<file path="src/rtl/downselect_mask_tx_if.sv">
// downselect_mask_tx_if: cfg update, commit and AXI-Stream select bundle of the mask transmitter
interface downselect_mask_tx_if;
  logic        cfg_valid;
  logic [10:0] cfg_chan;
  logic        cfg_en;
  logic        cfg_clear;
  logic        cfg_ready;
  logic        commit;
  logic [3:0]  chan_log2;
  logic        busy;
  logic        m_axis_select_tvalid;
  logic [31:0] m_axis_select_tdata;
  logic        m_axis_select_tlast;
  logic        m_axis_select_tready;
  modport master (
    input  cfg_valid, cfg_chan, cfg_en, cfg_clear, commit, chan_log2, m_axis_select_tready,
    output cfg_ready, busy, m_axis_select_tvalid, m_axis_select_tdata, m_axis_select_tlast
  );
  modport slave (
    output cfg_valid, cfg_chan, cfg_en, cfg_clear, commit, chan_log2, m_axis_select_tready,
    input  cfg_ready, busy, m_axis_select_tvalid, m_axis_select_tdata, m_axis_select_tlast
  );
endinterface

</file>
<file path="src/rtl/downselect_mask_tx.sv">
// downselect_mask_tx: 2048-bit channel mask store streamed as 32-bit AXI-Stream frames on commit
module downselect_mask_tx (
  input logic clk,
  input logic sync_reset,
  downselect_mask_tx_if.master bus
);
  localparam int MAX_WORDS = 64;
  typedef enum logic [1:0] {CLEAR, IDLE, SEND} state_t;
  state_t      state_q, state_d;
  logic [5:0]  clr_cnt_q, clr_cnt_d;
  logic        pending_q, pending_d;
  logic        rmw_q, rmw_d;
  logic [10:0] rmw_chan_q, rmw_chan_d;
  logic        rmw_en_q, rmw_en_d;
  logic [6:0]  rd_ptr_q, rd_ptr_d;
  logic [5:0]  last_q, last_d;
  logic        rd_vld_q, rd_vld_d, rd_last_q, rd_last_d;
  logic        tvalid_q, tvalid_d, tlast_q, tlast_d;
  logic        skid_vld_q, skid_vld_d, skid_last_q, skid_last_d;
  logic [31:0] tdata_q, tdata_d, skid_data_q, skid_data_d;
  logic [31:0] mem [MAX_WORDS];
  logic [31:0] rd_data, wdata, rmw_word;
  logic [5:0]  rd_addr, waddr, n_last;
  logic [3:0]  cl;
  logic [1:0]  cnt_next;
  logic        cfg_rdy, accept, pop, take, last_pop, enter, issue_send, we;
  always_comb begin
    cfg_rdy = state_q == IDLE && !rmw_q;
    accept = bus.cfg_valid && cfg_rdy;
    pop = tvalid_q && bus.m_axis_select_tready;
    take = pop || !tvalid_q;
    last_pop = pop && tlast_q;
    enter = (pending_q || bus.commit) &&
            ((state_q == IDLE && !rmw_q && !accept) || (state_q == SEND && last_pop));
    cl = bus.chan_log2 > 4'd11 ? 4'd11 : bus.chan_log2 < 4'd6 ? 4'd6 : bus.chan_log2;
    n_last = 6'((7'd1 << (cl - 4'd5)) - 7'd1);
    // reads are only issued when the head/skid pair can absorb them even if the sink stalls
    cnt_next = 2'(tvalid_q) + 2'(skid_vld_q) - 2'(pop) + 2'(rd_vld_q);
    issue_send = state_q == SEND && rd_ptr_q <= {1'b0, last_q} && cnt_next <= 2'd1;
    rd_addr = enter ? 6'd0 : state_q == SEND ? rd_ptr_q[5:0] : bus.cfg_chan[10:5];
    rd_ptr_d = enter ? 7'd1 : issue_send ? rd_ptr_q + 7'd1 : rd_ptr_q;
    last_d = enter ? n_last : last_q;
    rd_vld_d = enter || issue_send;
    rd_last_d = issue_send && rd_ptr_q[5:0] == last_q;
    tvalid_d = take ? skid_vld_q || rd_vld_q : 1'b1;
    tdata_d = !take ? tdata_q : skid_vld_q ? skid_data_q : rd_vld_q ? rd_data : tdata_q;
    tlast_d = !take ? tlast_q : skid_vld_q ? skid_last_q : rd_vld_q && rd_last_q;
    skid_vld_d = take ? skid_vld_q && rd_vld_q : skid_vld_q || rd_vld_q;
    skid_data_d = rd_vld_q ? rd_data : skid_data_q;
    skid_last_d = rd_vld_q ? rd_last_q : skid_last_q;
    rmw_word = rd_data;
    rmw_word[rmw_chan_q[4:0]] = rmw_en_q;
    we = state_q == CLEAR || rmw_q;
    waddr = state_q == CLEAR ? clr_cnt_q : rmw_chan_q[10:5];
    wdata = state_q == CLEAR ? 32'd0 : rmw_word;
    rmw_d = accept && !bus.cfg_clear;
    rmw_chan_d = accept ? bus.cfg_chan : rmw_chan_q;
    rmw_en_d = accept ? bus.cfg_en : rmw_en_q;
    clr_cnt_d = state_q == CLEAR ? clr_cnt_q + 6'd1 : 6'd0;
    pending_d = !enter && (pending_q || bus.commit);
    state_d = state_q == CLEAR ? (clr_cnt_q == 6'd63 ? IDLE : CLEAR) :
              enter ? SEND :
              (accept && bus.cfg_clear) ? CLEAR :
              (state_q == SEND && last_pop) ? IDLE : state_q;
  end
  always_ff @(posedge clk) begin
    if (we) mem[waddr] <= wdata;
    rd_data <= mem[rd_addr];
  end
  always_ff @(posedge clk or posedge sync_reset) begin
    if (sync_reset) begin
      state_q <= CLEAR;
      clr_cnt_q <= '0;
      pending_q <= 1'b0;
      rmw_q <= 1'b0;
      rmw_chan_q <= '0;
      rmw_en_q <= 1'b0;
      rd_ptr_q <= '0;
      last_q <= '0;
      rd_vld_q <= 1'b0;
      rd_last_q <= 1'b0;
      tvalid_q <= 1'b0;
      tlast_q <= 1'b0;
      tdata_q <= '0;
      skid_vld_q <= 1'b0;
      skid_last_q <= 1'b0;
      skid_data_q <= '0;
    end else begin
      state_q <= state_d;
      clr_cnt_q <= clr_cnt_d;
      pending_q <= pending_d;
      rmw_q <= rmw_d;
      rmw_chan_q <= rmw_chan_d;
      rmw_en_q <= rmw_en_d;
      rd_ptr_q <= rd_ptr_d;
      last_q <= last_d;
      rd_vld_q <= rd_vld_d;
      rd_last_q <= rd_last_d;
      tvalid_q <= tvalid_d;
      tlast_q <= tlast_d;
      tdata_q <= tdata_d;
      skid_vld_q <= skid_vld_d;
      skid_last_q <= skid_last_d;
      skid_data_q <= skid_data_d;
    end
  end
  assign bus.cfg_ready = cfg_rdy;
  assign bus.busy = state_q != IDLE || pending_q || rmw_q;
  assign bus.m_axis_select_tvalid = tvalid_q;
  assign bus.m_axis_select_tdata = tdata_q;
  assign bus.m_axis_select_tlast = tlast_q;
endmodule

</file>
<file path="src/flat_wrapper.sv">
// flat-port wrapper written by rule: the top's interface ports become plain ports
module downselect_mask_tx_flat 
  (clk, sync_reset, bus_cfg_valid, bus_cfg_chan, bus_cfg_en, bus_cfg_clear, bus_commit, bus_chan_log2, bus_m_axis_select_tready, bus_cfg_ready, bus_busy, bus_m_axis_select_tvalid, bus_m_axis_select_tdata, bus_m_axis_select_tlast);
  downselect_mask_tx_if bus_i ();
  input logic clk;
  input logic sync_reset;
  input wire logic [$bits(bus_i.cfg_valid)-1:0] bus_cfg_valid;
  input wire logic [$bits(bus_i.cfg_chan)-1:0] bus_cfg_chan;
  input wire logic [$bits(bus_i.cfg_en)-1:0] bus_cfg_en;
  input wire logic [$bits(bus_i.cfg_clear)-1:0] bus_cfg_clear;
  input wire logic [$bits(bus_i.commit)-1:0] bus_commit;
  input wire logic [$bits(bus_i.chan_log2)-1:0] bus_chan_log2;
  input wire logic [$bits(bus_i.m_axis_select_tready)-1:0] bus_m_axis_select_tready;
  output wire logic [$bits(bus_i.cfg_ready)-1:0] bus_cfg_ready;
  output wire logic [$bits(bus_i.busy)-1:0] bus_busy;
  output wire logic [$bits(bus_i.m_axis_select_tvalid)-1:0] bus_m_axis_select_tvalid;
  output wire logic [$bits(bus_i.m_axis_select_tdata)-1:0] bus_m_axis_select_tdata;
  output wire logic [$bits(bus_i.m_axis_select_tlast)-1:0] bus_m_axis_select_tlast;
  assign bus_i.cfg_valid = bus_cfg_valid;
  assign bus_i.cfg_chan = bus_cfg_chan;
  assign bus_i.cfg_en = bus_cfg_en;
  assign bus_i.cfg_clear = bus_cfg_clear;
  assign bus_i.commit = bus_commit;
  assign bus_i.chan_log2 = bus_chan_log2;
  assign bus_i.m_axis_select_tready = bus_m_axis_select_tready;
  assign bus_cfg_ready = bus_i.cfg_ready;
  assign bus_busy = bus_i.busy;
  assign bus_m_axis_select_tvalid = bus_i.m_axis_select_tvalid;
  assign bus_m_axis_select_tdata = bus_i.m_axis_select_tdata;
  assign bus_m_axis_select_tlast = bus_i.m_axis_select_tlast;
  downselect_mask_tx u_core (.clk(clk), .sync_reset(sync_reset), .bus(bus_i));
endmodule
</file>
<file path="config.mk">
export PLATFORM = sky130hd
export DESIGN_NAME = downselect_mask_tx_flat
export DESIGN_NICKNAME = d
export VERILOG_FILES = /design/src/rtl/downselect_mask_tx_if.sv /design/src/rtl/downselect_mask_tx.sv /design/src/flat_wrapper.sv
export SDC_FILE = /design/constraint.sdc
export NUM_CORES = 2
export LEC_CHECK = 0
export CAP_MARGIN = 20
export CORE_UTILIZATION = 40
export DETAILED_ROUTE_END_ITERATION = 8
export PLACE_DENSITY = 0.61
export SYNTH_ARGS = -nofsm -noshare
export SYNTH_HDL_FRONTEND = slang
export SYNTH_SLANG_ARGS = --single-unit
</file>
<file path="constraint.sdc">
create_clock -name clk -period 3.61 [get_ports clk]
set_input_delay 0.5415 -clock clk [delete_from_list [all_inputs] [get_ports clk]]
set_output_delay 0.5415 -clock clk [all_outputs]
set_load 0.005 [all_outputs]
</file>
== Word-level counts from Yosys, hierarchy flattened ==
Memories as Yosys holds them, arrays and structs flattened. A register that Yosys moved wholly into a read port is not among the register bits.
Cells that the tools add are included.
W data, S select, Z words.

* Bitwise logic cells: 0
* $add $sub $neg: 7
* Shift-type cells: 1
* Reduce and logical (&&, ||, !) cells: 34
* Order comparisons: 6
* Muxes and demuxes: 24
* Multiply operators: 0
* Equality and inequality tests: 5
* Divide/modulo/power cells: 0

{| class="wikitable"
|+ Operators by type and width
! cell !! count
|-
| $mux W32 || 3
|-
| $bwmux W32 || 1
|-
| $mux W6 || 4
|-
| $logic_and A1 B1 Y1 || 16
|-
| $mux W7 || 2
|-
| $logic_or A1 B1 Y1 || 8
|-
| $mux W2 || 4
|-
| $mux W4 || 2
|-
| $add A7 B1 Y7 const B || 1
|-
| $le A7 B6 Y1 || 1
|-
| $mux W1 || 7
|-
| $add A6 B1 Y6 const B || 1
|-
| $eq A6 B6 Y1 || 1
|-
| $eq A6 B6 Y1 const B || 1
|-
| $lt A5 B6 Y1 const B || 1
|-
| $shl A1 B4 Y6 const A || 1
|-
| $sub A6 B1 Y6 const B || 1
|-
| $demux W1 S5 || 1
|-
| $ge A5 B1 Y1 const B || 1
|-
| $logic_not A1 Y1 || 5
|-
| $gt A4 B4 Y1 const B || 1
|-
| $lt A4 B3 Y1 const B || 1
|-
| $reduce_bool A2 Y1 || 2
|-
| $reduce_bool A4 Y1 || 1
|-
| 10 further kinds || 10
|}

* Bits in read-only memories: 0
* Input bits: 22
* Bits in writable memories: 2,048
* Register bits: 105
* Latch bits: 0
* Memories: 1
* Output and inout bits: 36

{| class="wikitable"
|+ Memories
! name !! words !! width !! read ports !! clocked after Yosys merged registers in !! write ports !! line !! RTL
|-
| u_core.mem || 64 || 32 || 1 || 1 || 1 || downselect_mask_tx.sv:21 || <nowiki>logic [31:0] mem [MAX_WORDS];</nowiki>
|}

== Longest topological paths before layout ==
* Depth after elaboration: 9
* Gate-level depth with buffers: 14
* Mapped depth without buffers: 11

== Worst setup path before layout ==
No wires, ideal clock.

* Path kind: flip-flop to flip-flop
* Start point: register u_core.rmw_chan_q[1]
* End point: memory u_core.mem[0][23], data pin
* Cell stages (with the launch flop): 7
* Clock period less this slack: 3,417 ps
* Required time: 3,062 ps
* Path buffers: 2
* Data arrival time: 2,869 ps
* Library setup time: 548 ps
* Slack: 193 ps
* Path through: dfrtp_1 clkbuf_1 nand2_1 clkbuf_1 nor2_1 nand2_1 a21oi_1

* Word-level cells in the longest chain between the ends: 6

{| class="wikitable"
|+ Ends and longest elaborated chain
! what !! line !! RTL
|-
| start, declared || downselect_mask_tx.sv:13 || <nowiki>logic [10:0] rmw_chan_q, rmw_chan_d;</nowiki>
|-
| start signal, assigned || downselect_mask_tx.sv:93 || <nowiki>rmw_chan_q <= rmw_chan_d;</nowiki>
|-
| $lt A5 B6 Y1 (implied by the code) / $ge A5 B1 Y1 (equally long branches) || downselect_mask_tx.sv:52 || <nowiki>rmw_word[rmw_chan_q[4:0]] = rmw_en_q;</nowiki>
|-
| $logic_and A1 B1 Y1 (implied by the code) || downselect_mask_tx.sv:52 ||
|-
| $mux W1 (implied by the code) || downselect_mask_tx.sv:52 ||
|-
| $demux W1 S5 * || -- ||
|-
| $bwmux W32 * || downselect_mask_tx.sv:52 ||
|-
| $mux W32 * || downselect_mask_tx.sv:55 || <nowiki>wdata = state_q == CLEAR ? 32'd0 : rmw_word;</nowiki>
|-
| named net u_core.wdata[23] || downselect_mask_tx.sv:22 || <nowiki>logic [31:0] rd_data, wdata, rmw_word;</nowiki>
|-
| end, declared || downselect_mask_tx.sv:21 ||
|}

The timed path passes the listed nets; every way through them passes the cells marked *.

== Worst setup path after layout ==
* Start point: register u_core.state_q[1]
* End point: register u_core.rd_data[3] (read register of u_core.mem)

* Word-level cells in the longest chain between the ends: 8

{| class="wikitable"
|+ Ends and longest elaborated chain
! what !! line !! RTL
|-
| start, declared || downselect_mask_tx.sv:9 || <nowiki>state_t state_q, state_d;</nowiki>
|-
| start signal, assigned || downselect_mask_tx.sv:89 || <nowiki>state_q <= state_d;</nowiki>
|-
| $eq A2 B1 Y1 || downselect_mask_tx.sv:28, downselect_mask_tx.sv:34 ||
|-
| $logic_and A1 B1 Y1 || downselect_mask_tx.sv:28, downselect_mask_tx.sv:34 ||
|-
| $logic_and A1 B1 Y1 || downselect_mask_tx.sv:29 || <nowiki>accept = bus.cfg_valid && cfg_rdy;</nowiki>
|-
| $logic_not A1 Y1 || downselect_mask_tx.sv:34 || <nowiki>((state_q == IDLE && !rmw_q && !accept) || (state_q == SEND && last_pop));</nowiki>
|-
| $logic_and A1 B1 Y1 || downselect_mask_tx.sv:34 ||
|-
| $logic_or A1 B1 Y1 || downselect_mask_tx.sv:34 ||
|-
| $logic_and A1 B1 Y1 || downselect_mask_tx.sv:33 || <nowiki>enter = (pending_q || bus.commit) &&</nowiki>
|-
| $mux W6 * || downselect_mask_tx.sv:40 || <nowiki>rd_addr = enter ? 6'd0 : state_q == SEND ? rd_ptr_q[5:0] : bus.cfg_chan[10:5];</nowiki>
|-
| end, declared || downselect_mask_tx.sv:22 ||
|}

Every way passes the cells marked *; elsewhere a longest branch is shown, timed or not.
A chain may end at the register's enable or synchronous reset.

==> flow_summary.json <==
{
  "nets": 6306,
  "synth.avg_cell_area_sq_um": 14.5,
  "tightest_slew_ns": 1.19,
  "std_cell_rows": 169,
  "grt_max_degree": 67,
  "highest_layer": "met5",
  "route.met2.wl_mm": 129,
  "cts_tree": "built",
  "synth_area_sq_mm": 0.0856,
  "wl_met1_mm": 109,
  "syn_to_final_growth_pct": 19.2,
  "yosysWarnings": 0,
  "place_area_sq_mm": 0.0947,
  "synthTopCellsByArea": "edfxtp_1 72%, nand2_1 4.1%, dfrtp_1 3.1%",
  "core_sq_mm": 0.212,
  "die_h_microns": 464,
  "grt_pass1_vias": 54149,
  "ant_nets": 0,
  "finalPower_mw": 92.5,
  "ys_top_cells_by_count": "2,048 x edfxtp_1, 943 x nand2_1, 320 x nor2_1, 306 x o21ai_0, 266 x o221ai_1",
  "synth_edf_count": 2048,
  "pwr-share-clk": 0.245,
  "drt-initial-drc-count": 8121,
  "ys_seq_area_frac": 0.757,
  "antenna_found_initial": 16,
  "dr.pass1.iters": 9,
  "clockBufferDepth": 3,
  "endpoint_kind": "flop",
  "grt_overflow_total": 0,
  "pwr-share-comb": 0.384,
  "timing.rr.start": "u_core.state_q[1]",
  "p_int_mw": 56.8,
  "drive_gt1_frac": 0.171,
  "synth_top_area_cell": "edfxtp_1",
  "final_cells": 9281,
  "yosysUniqueCellTypes": 79,
  "grt_use_total": 0.261,
  "setup_viol": 2,
  "synth.top_cell.area_share": 0.719,
  "clk_pin_slew_ns": 0.07,
  "cp-start-kind": "flop",
  "ys_seq_elements": 2185,
  "fin_skew_ns": 0.0480,
  "start_util": 0.403,
  "p_per_area_mw_per_mm2": 907,
  "ys_async_sr_fraction": 0.0481,
  "finalMaxSlewViolations": 0,
  "clk-insertion-delay-late_ns": 0.90,
  "cp_cell_sequence": "or3b_4 > o22a_2 > o21ai_4 > buf_12 > buf_12 > mux2_2 > o21ai_0 > o21ai_0 > o21ai_1 > a31oi_1",
  "hold_ws_ns": 0.148,
  "max_clock_freq_mhz": 276,
  "viasPerCell": 6.14,
  "reg2reg_slack_ns": -0.009,
  "routed_wl_mm": 287,
  "dieArea_sq_mm": 0.216,
  "dp_hpwl_mm": 172,
  "dr_total_vias": 57022,
  "cts.root.buffer_cell": "clkbuf_16",
  "arrival_ns": 4.38,
  "ios": 58,
  "required_ns": 4.37,
  "p_switching_mw": 35.7,
  "synthCells": 5897,
  "wire_per_inst_microns": 30.9,
  "relSlewSlack": 0.208,
  "post-route-period-util": 1.00,
  "fin_ws_ns": -0.00947,
  "post-synth-top-count-cell": "edfxtp_1",
  "holdBufCountCts": 0,
  "worstPathMaxFanout": 61,
  "worstReg2RegEnd": "u_core.rd_data[3]",
  "crit_slowest_cell": "o21ai_1",
  "wl_met3_mm": 33.2,
  "status": "finished, violations left",
  "pre_cts_ws_ns": -0.594,
  "max_cap_viol_count": 0,
  "cts_made_buffers": 214,
  "sw_frac_of_total": 0.386,
  "finalCriticalPeriod_ns": 3.62,
  "drcViolationCount": 34,
  "grt_pass1_wl_mm": 403,
  "stdcell_area_sq_mm": 0.102,
  "ctsHtreeMaxLevel": 4,
  "synthFlopType": "edfxtp_1",
  "hold_class": "input pin to async pin",
  "synth_fp_nets": 5930,
  "rsz0062_at_grt": "yes",
  "crit_type": "flop to flop",
  "place_congestion": 0.928,
  "clock-sinks": 2185,
  "slowest_delay_ns": 0.54,
  "p_leak_nw": 33.2,
  "place_inst": 8876,
  "die_w_microns": 464,
  "reg2reg_depth": 10,
  "seq_power_share": 0.370,
  "irDropWorstVdd_v": 0.000753,
  "violations": "DRC, setup timing",
  "io_buffers": 57,
  "hold_violations": 0
}
[state kept, by name, indices dropped and copies added, names as in the netlist, 2 cells and up]
signal and count:
u_core.mem 2048, u_core.bus.m_axis_select_tdata 32, u_core.rd_data 32, u_core.skid_data_q 32
u_core.rmw_chan_q 11, u_core.rd_ptr_q 7, u_core.clr_cnt_q 6, u_core.last_q 6
u_core.state_q 2
[through the flow]
stage | utilization | setup TNS [ns]
6_report | 0.480 | -0.0159
5_1_grt | 0.480 | -0.0217
4_1_cts | 0.480 | 0
3_5_place_dp | 0.446 | -7.19
3_3_place_gp | 0.446 | -7.57
2_1_floorplan | - | 0
[cells by family (layout without fill, tap and decap cells)]
family,after synthesis,count (layout),share of synthesized area
AOI/OAI and AO/OA,1364,1364,0.109
xor gates and xnor gates,11,11,0.00113
other,1,11,0.0000438
buffers and inverters,440,993,0.0242
muxes,177,177,0.0218
DFF,2185,2185,0.757
adders and majority gates,12,12,0.00173
and+or+nand+nor,1707,1707,0.0851
[what timing repair did]
item                                    4_1_cts  5_1_grt
gates resized for setup                       9        9
buffers inserted                              2        0
endpoints found under the setup margin       14        7
pin swaps                                     2        0
[how the worst max path moves through the flow]
stage | start | to | cells after the start
after floorplan | u_core.rmw_chan_q[1] | u_core.mem[0][23] | 6
after global placement | bus_m_axis_select_tready | u_core.rd_data[7] | 10
after detailed placement | bus_m_axis_select_tready | u_core.rd_data[3] | 10
after CTS | u_core.state_q[1] | u_core.rd_data[27] | 10
after global routing | u_core.state_q[1] | u_core.rd_data[31] | 12
final | u_core.state_q[1] | u_core.rd_data[3] | 10
[power groups by stage]
stage | clock network (mW) | registers [mW] | logic [mW]
after floorplan | 0 | 34.4 | 16.1
after global placement | 0 | 34.7 | 34.0
after detailed placement | 0 | 34.7 | 34.5
after CTS | 22.9 | 34.1 | 34.7
after global routing | 23.8 | 34.3 | 36.8
final | 22.7 | 34.2 | 35.5
[metal layers]
layer  up-vias  global-route usage
met4        14               0.132
li1      23764                   -
met2      3506               0.400
met5         -                   0
met1     29087               0.346
met3       651              0.0620
[area by class of cell]
type                       instances  area [sq um]
fill                           17908        110000
sequential                      2185         64800
multi-input combinational       3272         19800
timing repair buffer             587          6610
clock buffer                     276          5740
tap                             2821          3530
clock inverter                   117          1390
inverter                          13          51.3
antenna                           10          25.0
[placed cells by master (no fill, tap or decap), types with 28 or more instances in the layout]
cell,n
buf_4,365
nand4_1,59
nand2_1,941
o31ai_1,33
a31oi_1,101
clkinv_2,44
nor3_1,56
mux2_2,68
o221ai_1,264
dfxtp_1,32
or3_1,28
a32oi_1,31
buf_12,164
o211ai_1,38
and3_1,60
dfrtp_1,103
a311oi_1,61
clkbuf_16,214
o22ai_1,130
clkbuf_1,47
nor2_1,240
o21ai_0,297
mux2i_1,105
nor2_4,82
edfxtp_1,2048
nand3_1,165
clkdlybuf4s50_1,57
a21oi_1,189
[critical path, delay by kind of cell (launching register included)]
kind	cells	cell delay [ns]
flops	1	0.50
simple gates	1	0.51
compound gates	6	1.60
mux	1	0.38
buf+inv	2	0.41
Note: power is estimated with default switching activity, not from simulation.
